**config.mk**
```make
export PLATFORM = sky130hd
export DESIGN_NAME = ifu_fetch_flat
export DESIGN_NICKNAME = d
export VERILOG_FILES = /design/src/rtl/ifu_fetch_if.sv /design/src/rtl/ifu_fetch.sv /design/src/flat_wrapper.sv
export SDC_FILE = /design/constraint.sdc
export NUM_CORES = 1
export LEC_CHECK = 0
export CAP_MARGIN = 10
export CORE_MARGIN = 1.5
export CORE_UTILIZATION = 42
export DETAILED_ROUTE_END_ITERATION = 12
export HOLD_SLACK_MARGIN = 0.08
export MAX_ROUTING_LAYER = met4
export PLACE_DENSITY = 0.85
export SYNTH_ARGS = -nofsm -noshare
export SYNTH_HDL_FRONTEND = slang
export SYNTH_SLANG_ARGS = --single-unit
```
**constraint.sdc**
```tcl
create_clock -name clk -period 2.1 [get_ports clk]
set_clock_uncertainty 0.1 [all_clocks]
set_input_delay 0.21 -clock clk [delete_from_list [all_inputs] [get_ports clk]]
set_output_delay 0.21 -clock clk [all_outputs]
set_load 0.1 [all_outputs]
```
**src/rtl/ifu_fetch_if.sv**
```systemverilog
// IF/ID boundary bundle: the instruction SRAM request/response bus plus the
// fetch-to-decode handshake and the decode-stage branch redirect signals.
interface ifu_fetch_if;
    logic        inst_sram_req;
    logic        inst_sram_wr;
    logic [1:0]  inst_sram_size;
    logic [31:0] inst_sram_addr;
    logic        inst_sram_addr_ok;
    logic        inst_sram_data_ok;
    logic [31:0] inst_sram_rdata;

    logic        IFU_to_IDU_valid;
    logic        IDU_allow_in;
    logic [31:0] pc_from_IFU;
    logic [31:0] inst_from_IFU;

    logic        IDU_br_taken;
    logic        IDU_br_taken_cancel;
    logic [31:0] IDU_br_target;

    // Fetch-unit side.
    modport master (
        output inst_sram_req, inst_sram_wr, inst_sram_size, inst_sram_addr,
        input  inst_sram_addr_ok, inst_sram_data_ok, inst_sram_rdata,
        output IFU_to_IDU_valid, pc_from_IFU, inst_from_IFU,
        input  IDU_allow_in, IDU_br_taken, IDU_br_taken_cancel, IDU_br_target
    );

    // Memory / decode side.
    modport slave (
        input  inst_sram_req, inst_sram_wr, inst_sram_size, inst_sram_addr,
        output inst_sram_addr_ok, inst_sram_data_ok, inst_sram_rdata,
        input  IFU_to_IDU_valid, pc_from_IFU, inst_from_IFU,
        output IDU_allow_in, IDU_br_taken, IDU_br_taken_cancel, IDU_br_target
    );
endinterface

```
**src/rtl/ifu_fetch.sv**
```systemverilog
// Instruction-fetch stage: one outstanding SRAM read at a time, a one-entry
// instruction buffer toward decode, and branch redirect with in-flight squash.
module ifu_fetch #(
    parameter logic [31:0] RESET_PC = 32'h1c000000
) (
    input logic        clk,
    input logic        resetn,
    ifu_fetch_if.master bus
);

    typedef enum logic [1:0] {
        S_IDLE,
        S_REQ,
        S_WAIT,
        S_HOLD
    } state_t;

    state_t      r_state;
    logic [31:0] r_req_pc;
    logic [31:0] r_fs_pc;
    logic [31:0] r_inst_buf;
    logic        r_discard;
    logic        r_valid;

    logic        w_cancel;
    logic        w_br_stall;
    logic        w_req;
    logic [31:0] w_addr;

    assign w_cancel   = bus.IDU_br_taken_cancel;
    // A taken branch still sitting in decode means anything fetched now is wrong-path.
    assign w_br_stall = bus.IDU_br_taken && !bus.IDU_br_taken_cancel;
    assign w_req      = (r_state == S_REQ) && !w_br_stall;
    assign w_addr     = w_cancel ? bus.IDU_br_target : r_req_pc;

    assign bus.inst_sram_req    = w_req;
    assign bus.inst_sram_wr     = 1'b0;
    assign bus.inst_sram_size   = 2'b10;
    assign bus.inst_sram_addr   = w_addr;
    assign bus.IFU_to_IDU_valid = r_valid;
    assign bus.pc_from_IFU      = r_fs_pc;
    assign bus.inst_from_IFU    = r_inst_buf;

    // NOTE: every state register is updated with <= so all branches of the
    // case read the pre-edge values, independent of statement order.
    always_ff @(posedge clk or negedge resetn) begin
        if (!resetn) begin
            r_state    <= S_IDLE;
            r_req_pc   <= RESET_PC;
            r_fs_pc    <= '0;
            r_inst_buf <= '0;
            r_discard  <= 1'b0;
            r_valid    <= 1'b0;
        end else begin
            case (r_state)
                S_IDLE: begin
                    r_state <= S_REQ;
                end

                S_REQ: begin
                    if (w_req && bus.inst_sram_addr_ok) begin
                        // An accepted request already carries the redirect target.
                        r_fs_pc   <= w_addr;
                        r_discard <= 1'b0;
                        r_state   <= S_WAIT;
                    end else if (w_cancel) begin
                        r_req_pc <= bus.IDU_br_target;
                    end
                end

                S_WAIT: begin
                    if (bus.inst_sram_data_ok) begin
                        r_discard <= 1'b0;
                        if (w_cancel) begin
                            r_req_pc <= bus.IDU_br_target;
                        end
                        if (!r_discard && !w_cancel) begin
                            r_inst_buf <= bus.inst_sram_rdata;
                            r_valid    <= 1'b1;
                            r_state    <= S_HOLD;
                        end else begin
                            r_state <= S_REQ;
                        end
                    end else if (w_cancel) begin
                        // The response still in flight belongs to the wrong path.
                        r_discard <= 1'b1;
                        r_req_pc  <= bus.IDU_br_target;
                    end
                end

                S_HOLD: begin
                    if (w_cancel) begin
                        r_valid  <= 1'b0;
                        r_req_pc <= bus.IDU_br_target;
                        r_state  <= S_REQ;
                    end else if (bus.IDU_allow_in) begin
                        r_valid  <= 1'b0;
                        r_req_pc <= r_fs_pc + 32'd4;
                        r_state  <= S_REQ;
                    end
                end

                default: begin
                    r_valid <= 1'b0;
                    r_state <= S_IDLE;
                end
            endcase
        end
    end

endmodule
```
**src/flat_wrapper.sv**
```systemverilog
// flat-port wrapper written by rule: the top's interface ports become plain ports
module ifu_fetch_flat 
#(
    parameter logic [31:0] RESET_PC = 32'h1c000000
)
  (clk, resetn, bus_inst_sram_req, bus_inst_sram_wr, bus_inst_sram_size, bus_inst_sram_addr, bus_inst_sram_addr_ok, bus_inst_sram_data_ok, bus_inst_sram_rdata, bus_IFU_to_IDU_valid, bus_pc_from_IFU, bus_inst_from_IFU, bus_IDU_allow_in, bus_IDU_br_taken, bus_IDU_br_taken_cancel, bus_IDU_br_target);
  ifu_fetch_if bus_i ();
  input logic clk;
  input logic resetn;
  output wire logic [$bits(bus_i.inst_sram_req)-1:0] bus_inst_sram_req;
  output wire logic [$bits(bus_i.inst_sram_wr)-1:0] bus_inst_sram_wr;
  output wire logic [$bits(bus_i.inst_sram_size)-1:0] bus_inst_sram_size;
  output wire logic [$bits(bus_i.inst_sram_addr)-1:0] bus_inst_sram_addr;
  input wire logic [$bits(bus_i.inst_sram_addr_ok)-1:0] bus_inst_sram_addr_ok;
  input wire logic [$bits(bus_i.inst_sram_data_ok)-1:0] bus_inst_sram_data_ok;
  input wire logic [$bits(bus_i.inst_sram_rdata)-1:0] bus_inst_sram_rdata;
  output wire logic [$bits(bus_i.IFU_to_IDU_valid)-1:0] bus_IFU_to_IDU_valid;
  output wire logic [$bits(bus_i.pc_from_IFU)-1:0] bus_pc_from_IFU;
  output wire logic [$bits(bus_i.inst_from_IFU)-1:0] bus_inst_from_IFU;
  input wire logic [$bits(bus_i.IDU_allow_in)-1:0] bus_IDU_allow_in;
  input wire logic [$bits(bus_i.IDU_br_taken)-1:0] bus_IDU_br_taken;
  input wire logic [$bits(bus_i.IDU_br_taken_cancel)-1:0] bus_IDU_br_taken_cancel;
  input wire logic [$bits(bus_i.IDU_br_target)-1:0] bus_IDU_br_target;
  assign bus_inst_sram_req = bus_i.inst_sram_req;
  assign bus_inst_sram_wr = bus_i.inst_sram_wr;
  assign bus_inst_sram_size = bus_i.inst_sram_size;
  assign bus_inst_sram_addr = bus_i.inst_sram_addr;
  assign bus_i.inst_sram_addr_ok = bus_inst_sram_addr_ok;
  assign bus_i.inst_sram_data_ok = bus_inst_sram_data_ok;
  assign bus_i.inst_sram_rdata = bus_inst_sram_rdata;
  assign bus_IFU_to_IDU_valid = bus_i.IFU_to_IDU_valid;
  assign bus_pc_from_IFU = bus_i.pc_from_IFU;
  assign bus_inst_from_IFU = bus_i.inst_from_IFU;
  assign bus_i.IDU_allow_in = bus_IDU_allow_in;
  assign bus_i.IDU_br_taken = bus_IDU_br_taken;
  assign bus_i.IDU_br_taken_cancel = bus_IDU_br_taken_cancel;
  assign bus_i.IDU_br_target = bus_IDU_br_target;
  ifu_fetch #(.RESET_PC(RESET_PC)) u_core (.clk(clk), .resetn(resetn), .bus(bus_i));
endmodule
```
== Yosys cells after proc, flatten, opt, wreduce, memory -nomap -nowiden ==
Index checks and enable logic that the tools add are counted.

* Mux-type cells: 20
* Add/subtract/negate cells: 1
* Equal/unequal tests: 9
* Reduce and logical (&&, ||, !) cells: 17

{| class="wikitable"
|+ Operators with widths
! operator !! count
|-
| 32-bit two-way mux || 4
|-
| 32-bit case mux with 3 select lines || 1
|-
| 32-bit by 3-bit adder with 32-bit output, second input constant || 1
|-
| 3-bit AND reduction || 4
|-
| 2-bit two-way mux || 5
|-
| 2-bit case mux with 4 select lines || 1
|-
| 1-bit two-way mux || 7
|-
| 2-bit inequality test, second input constant || 3
|-
| 3-bit inequality test, second input constant || 2
|-
| 2-bit equality test, second input constant || 2
|-
| 1-bit logical AND || 4
|-
| 1-bit case mux with 2 select lines || 2
|-
| 4-bit AND reduction || 1
|-
| 2-bit nonzero test || 2
|-
| 1-bit zero test || 3
|-
| 3-bit nonzero test || 1
|-
| 2-bit by 1-bit equality test with 1-bit output, second input constant || 1
|-
| 2-bit zero test || 1
|-
| 2-bit by 1-bit inequality test with 1-bit output, second input constant || 1
|-
| 2-bit AND reduction || 1
|}

* Register bits after elaboration: 100
* Bits of input ports: 71

== Longest topological paths before layout ==
* Word-level depth: 7
* Gate-level depth with buffers: 9

== Least setup slack after synthesis ==
Ideal clock, no wire load.

* Path type: in2reg
* Start point: input port bus_IDU_br_taken_cancel
* End point: register u_core.r_fs_pc[6] (netlist: u_core.bus.pc_from_IFU[6])
* Setup slack: -1,042 ps
* Stages on the path: 5
* Buffers on the path: 2
* Arrival time: 2,967 ps
* Cell sequence: buf_2 clkbuf_1 o21ai_0 nand2_1 nand2_1

* Elaborated cells on any way between the ends: 7

{| class="wikitable"
|+ RTL lines
! what !! line !! RTL
|-
| start: declaration || flat_wrapper.sv:22 || <nowiki>input wire logic [$bits(bus_i.IDU_br_taken_cancel)-1:0] bus_IDU_br_taken_cancel;</nowiki>
|-
| 32-bit two-way mux || -- ||
|-
| via bus_inst_sram_addr[6] || flat_wrapper.sv:13 || <nowiki>output wire logic [$bits(bus_i.inst_sram_addr)-1:0] bus_inst_sram_addr;</nowiki>
|-
| end signal: assignment || ifu_fetch.sv:63 || <nowiki>r_fs_pc <= w_addr;</nowiki>
|-
| end: declaration || ifu_fetch.sv:20 || <nowiki>logic [31:0] r_fs_pc;</nowiki>
|}

The timed path passes the listed nets, and every way through them passes these cells.
A chain may end at the register's enable or synchronous reset.

== Worst setup path after layout ==
* Start point: register u_core.r_state[0]
* End point: register u_core.r_inst_buf[18] (netlist: u_core.bus.inst_from_IFU[18])

* Cells in the longest elaborated chain, start to end: 2

{| class="wikitable"
|+ Ends and longest elaborated chain
! what !! line !! RTL
|-
| start: declaration || ifu_fetch.sv:18 || <nowiki>state_t r_state;</nowiki>
|-
| start signal: assignment || ifu_fetch.sv:48 || <nowiki>r_state <= S_IDLE;</nowiki>
|-
| start signal: assignment || ifu_fetch.sv:57 || <nowiki>r_state <= S_REQ;</nowiki>
|-
| start signal: assignment || ifu_fetch.sv:65 || <nowiki>r_state <= S_WAIT;</nowiki>
|-
| 2-bit equality test || ifu_fetch.sv:55 || <nowiki>case (r_state)</nowiki>
|-
| 3-bit AND reduction (no line) || -- ||
|-
| end signal: assignment || ifu_fetch.sv:78 || <nowiki>r_inst_buf <= bus.inst_sram_rdata;</nowiki>
|-
| end: declaration || ifu_fetch.sv:21 || <nowiki>logic [31:0] r_inst_buf;</nowiki>
|}

No other way between the ends.

==> results.yml <==
global_route:
  grt_use_total_pct: 24.2
  grt_max_degree: 45
  antenna_found_initial: 0
  grt_pass1_wl_um: 23800
  globalRouteOverflowTotal: 0
  first_global_vias: 4733
setup_path:
  cp-start-kind: "flop"
  path_max_fanout: 16
  path_class: "flop to flop"
  critPathCaptureType: "flop"
  critical_path_arrival_ns: 2.16
  worstPathRequired_ns: 2.22
drt:
  wl_per_cell_um: 18.2
  viasPerCell: 5.56
  num_vias: 4628
  drtPass1Iterations: 5
  drc: 0
  drt_iter0_markers: 372
  postRouteAntennaNets: 0
  wl_um: 15100
clock_tree:
  numCtsBuffers: 9
  cts_root_buffer: "clkbuf_16"
  cts_buffer_depth: 2
  clk_pin_slew_ns: 0.07
  tritoncts: "done"
  numClockSinks: 100
  cts_max_level: 3
  clk_latency_ns: 0.34
floorplanning:
  die_h_um: 113
  die_x_um: 113
  num_io_pins: 172
  row_count: 40
  core_mm2: 0.0119
  initial_core_util_pct: 42.8
  dieArea_mm2: 0.0128
sta:
  hold_viol_final: 0
  setup_violations: 0
  maxSlewHeadroom_pct: 63.2
  period_share_pct: 97.2
  fmaxAchievable_mhz: 490
  worst_pin_slew_ns: 0.551
  hold-worst-slack_ns: 0.242
  setup_tns_ns: 0
  drv_slew: 0
  period_needed_ns: 2.04
final_layout:
  fill_cells: 935
  layout-drive-gt1-share_pct: 36.5
  final_net_count: 756
  final_cell_mix: "113 x nand2_1, 90 x buf_4, 74 x dfrtp_1"
  antennaDiodeCount: 0
  fin_area_mm2: 0.00766
  fin_util_pct: 64.3
  layout_commonest_cell: "nand2_1"
  area_growth_pct: 50.4
logic_synthesis:
  seq_area_frac_synth_pct: 49.2
  syn_avg_cell_area_um2: 10.2
  postSynthCellCount: 498
  synth-seq-cells: 100
  syn_area_mm2: 0.00510
  yosysWarnings: 0
  synthDistinctLibCells: 47
place:
  port_buffers: 168
  dpl_cell_area_mm2: 0.00725
  gp_congestion: 0.875
  dp_hpwl_um: 10600
job:
  drv_cap: 0
hold_path:
  hp-class: "input pin to async pin"
outcome:
  status: "completed"
==> metrics by stage <==
stage	cells	setup WS, ns
after detailed placement	810	-0.135
after CTS	827	0.0256
after global placement	810	0.00123
final	832	0.0596
after global routing	832	-0.00595
after floorplan	499	0.00408
==> layout make-up <==
class                      count  area (um2)  share of cell area [%]
multi-input combinational    365        2490                    32.5
clock buffer                  12         246                    3.22
tap                          147         184                    2.40
sequential                   100        2550                    33.2
inverter                       7        26.3                   0.343
timing repair buffer         197        2120                    27.6
clock inverter                 4        50.0                   0.653
==> synthesized netlist by cell type (all sizes together) <==
| cell | number | area [um2] |
|---|---|---|
| nand2 | 117 | 439 |
| dfrtp | 97 | 2430 |
| mux2 | 63 | 709 |
| a21oi | 21 | 116 |
| o21ai | 18 | 93.8 |
| a22oi | 16 | 120 |
| buf | 16 | 83.8 |
| xor2 | 16 | 140 |
| nand4 | 14 | 103 |
| o22ai | 14 | 87.6 |
| clkbuf | 12 | 45.0 |
| xnor2 | 12 | 105 |
| nand3 | 11 | 60.1 |
| nor2 | 9 | 33.8 |
| and3 | 7 | 43.8 |
| inv | 7 | 26.3 |
| a221o | 6 | 60.1 |
| nor3 | 6 | 30.0 |
| and2 | 5 | 31.3 |
| ha | 5 | 62.6 |
| dfstp | 3 | 78.8 |
| nor4 | 3 | 48.8 |
| o31ai | 3 | 27.5 |
| a31oi | 2 | 12.5 |
| and4 | 2 | 17.5 |
| conb | 2 | 7.51 |
| nand2b | 2 | 12.5 |
| a211o | 1 | 8.76 |
| a221oi | 1 | 8.76 |
| mux2i | 1 | 10.0 |
| nand4b | 1 | 8.76 |
| nor4b | 1 | 8.76 |
| o21a | 1 | 7.51 |
| o22a | 1 | 8.76 |
| or2 | 1 | 6.26 |
| or3 | 1 | 6.26 |
==> worst paths after layout <==
kind / startpoint / endpoint / slack (ns) / cells past startpoint
max: u_core.r_state[0] / u_core.bus.inst_from_IFU[18] / 0.06 / 7
min: resetn / u_core.bus.pc_from_IFU[8] / 0.24 / 2
max reg2reg: u_core.r_state[0] / u_core.bus.inst_from_IFU[18] / 0.06 / 7
min reg2reg: u_core.bus.inst_from_IFU[4] / u_core.bus.inst_from_IFU[4] / 0.41 / 1
max in group asynchronous: resetn / u_core.bus.inst_from_IFU[11] / 0.94 / 3
min in group clk: bus_IDU_br_taken_cancel / u_core.r_req_pc[31] / 0.29 / 3
==> critical path: stages (launching register included) <==
cell and delay, ns:
dfrtp_1 0.43, inv_1 0.11, ha_1 0.23, inv_1 0.08, nor3_1 0.23, and2_4 0.23
clkbuf_16 0.18, mux2_2 0.34
==> routing by layer <==
layer	track usage, %	part of all wire (%)	up-vias
met4	7.17	2.1	0
li1	-	-	2119
met1	30.7	41	2285
met5	-	0	-
met2	39.4	50	194
met3	5.14	6.4	30
==> flip-flops by register name (all words and copies together), names as in the netlist <==
register,flops
u_core.bus.inst_from_IFU,32
u_core.r_state,2
u_core.bus.IFU_to_IDU_valid,1
u_core.r_discard,1
u_core.bus.pc_from_IFU,32
u_core.r_req_pc,32
==> cells by family after synthesis <==
family | after synthesis | synth area share, %
buf+inv | 35 | 3.04
other cells | 2 | 0.147
mux | 64 | 14.1
xor+xnor | 28 | 4.81
fa+ha+maj | 5 | 1.23
compound gates | 84 | 10.8
flops | 100 | 49.2
simple gates | 180 | 16.7
==> timing repair <==
action / 4_1_cts / 5_1_grt
hold endpoints to repair: 28 / 0
pin swaps: 1 / 0
resized for setup: 6 / 7
buffers inserted: 0 / 3
gates cloned: 0 / 2
setup endpoints to repair: 51 / 33
hold buffers: 1 / 0
Power is not shown: default switching activity piles up to over one toggle a cycle in this logic, so the estimate is an artifact.
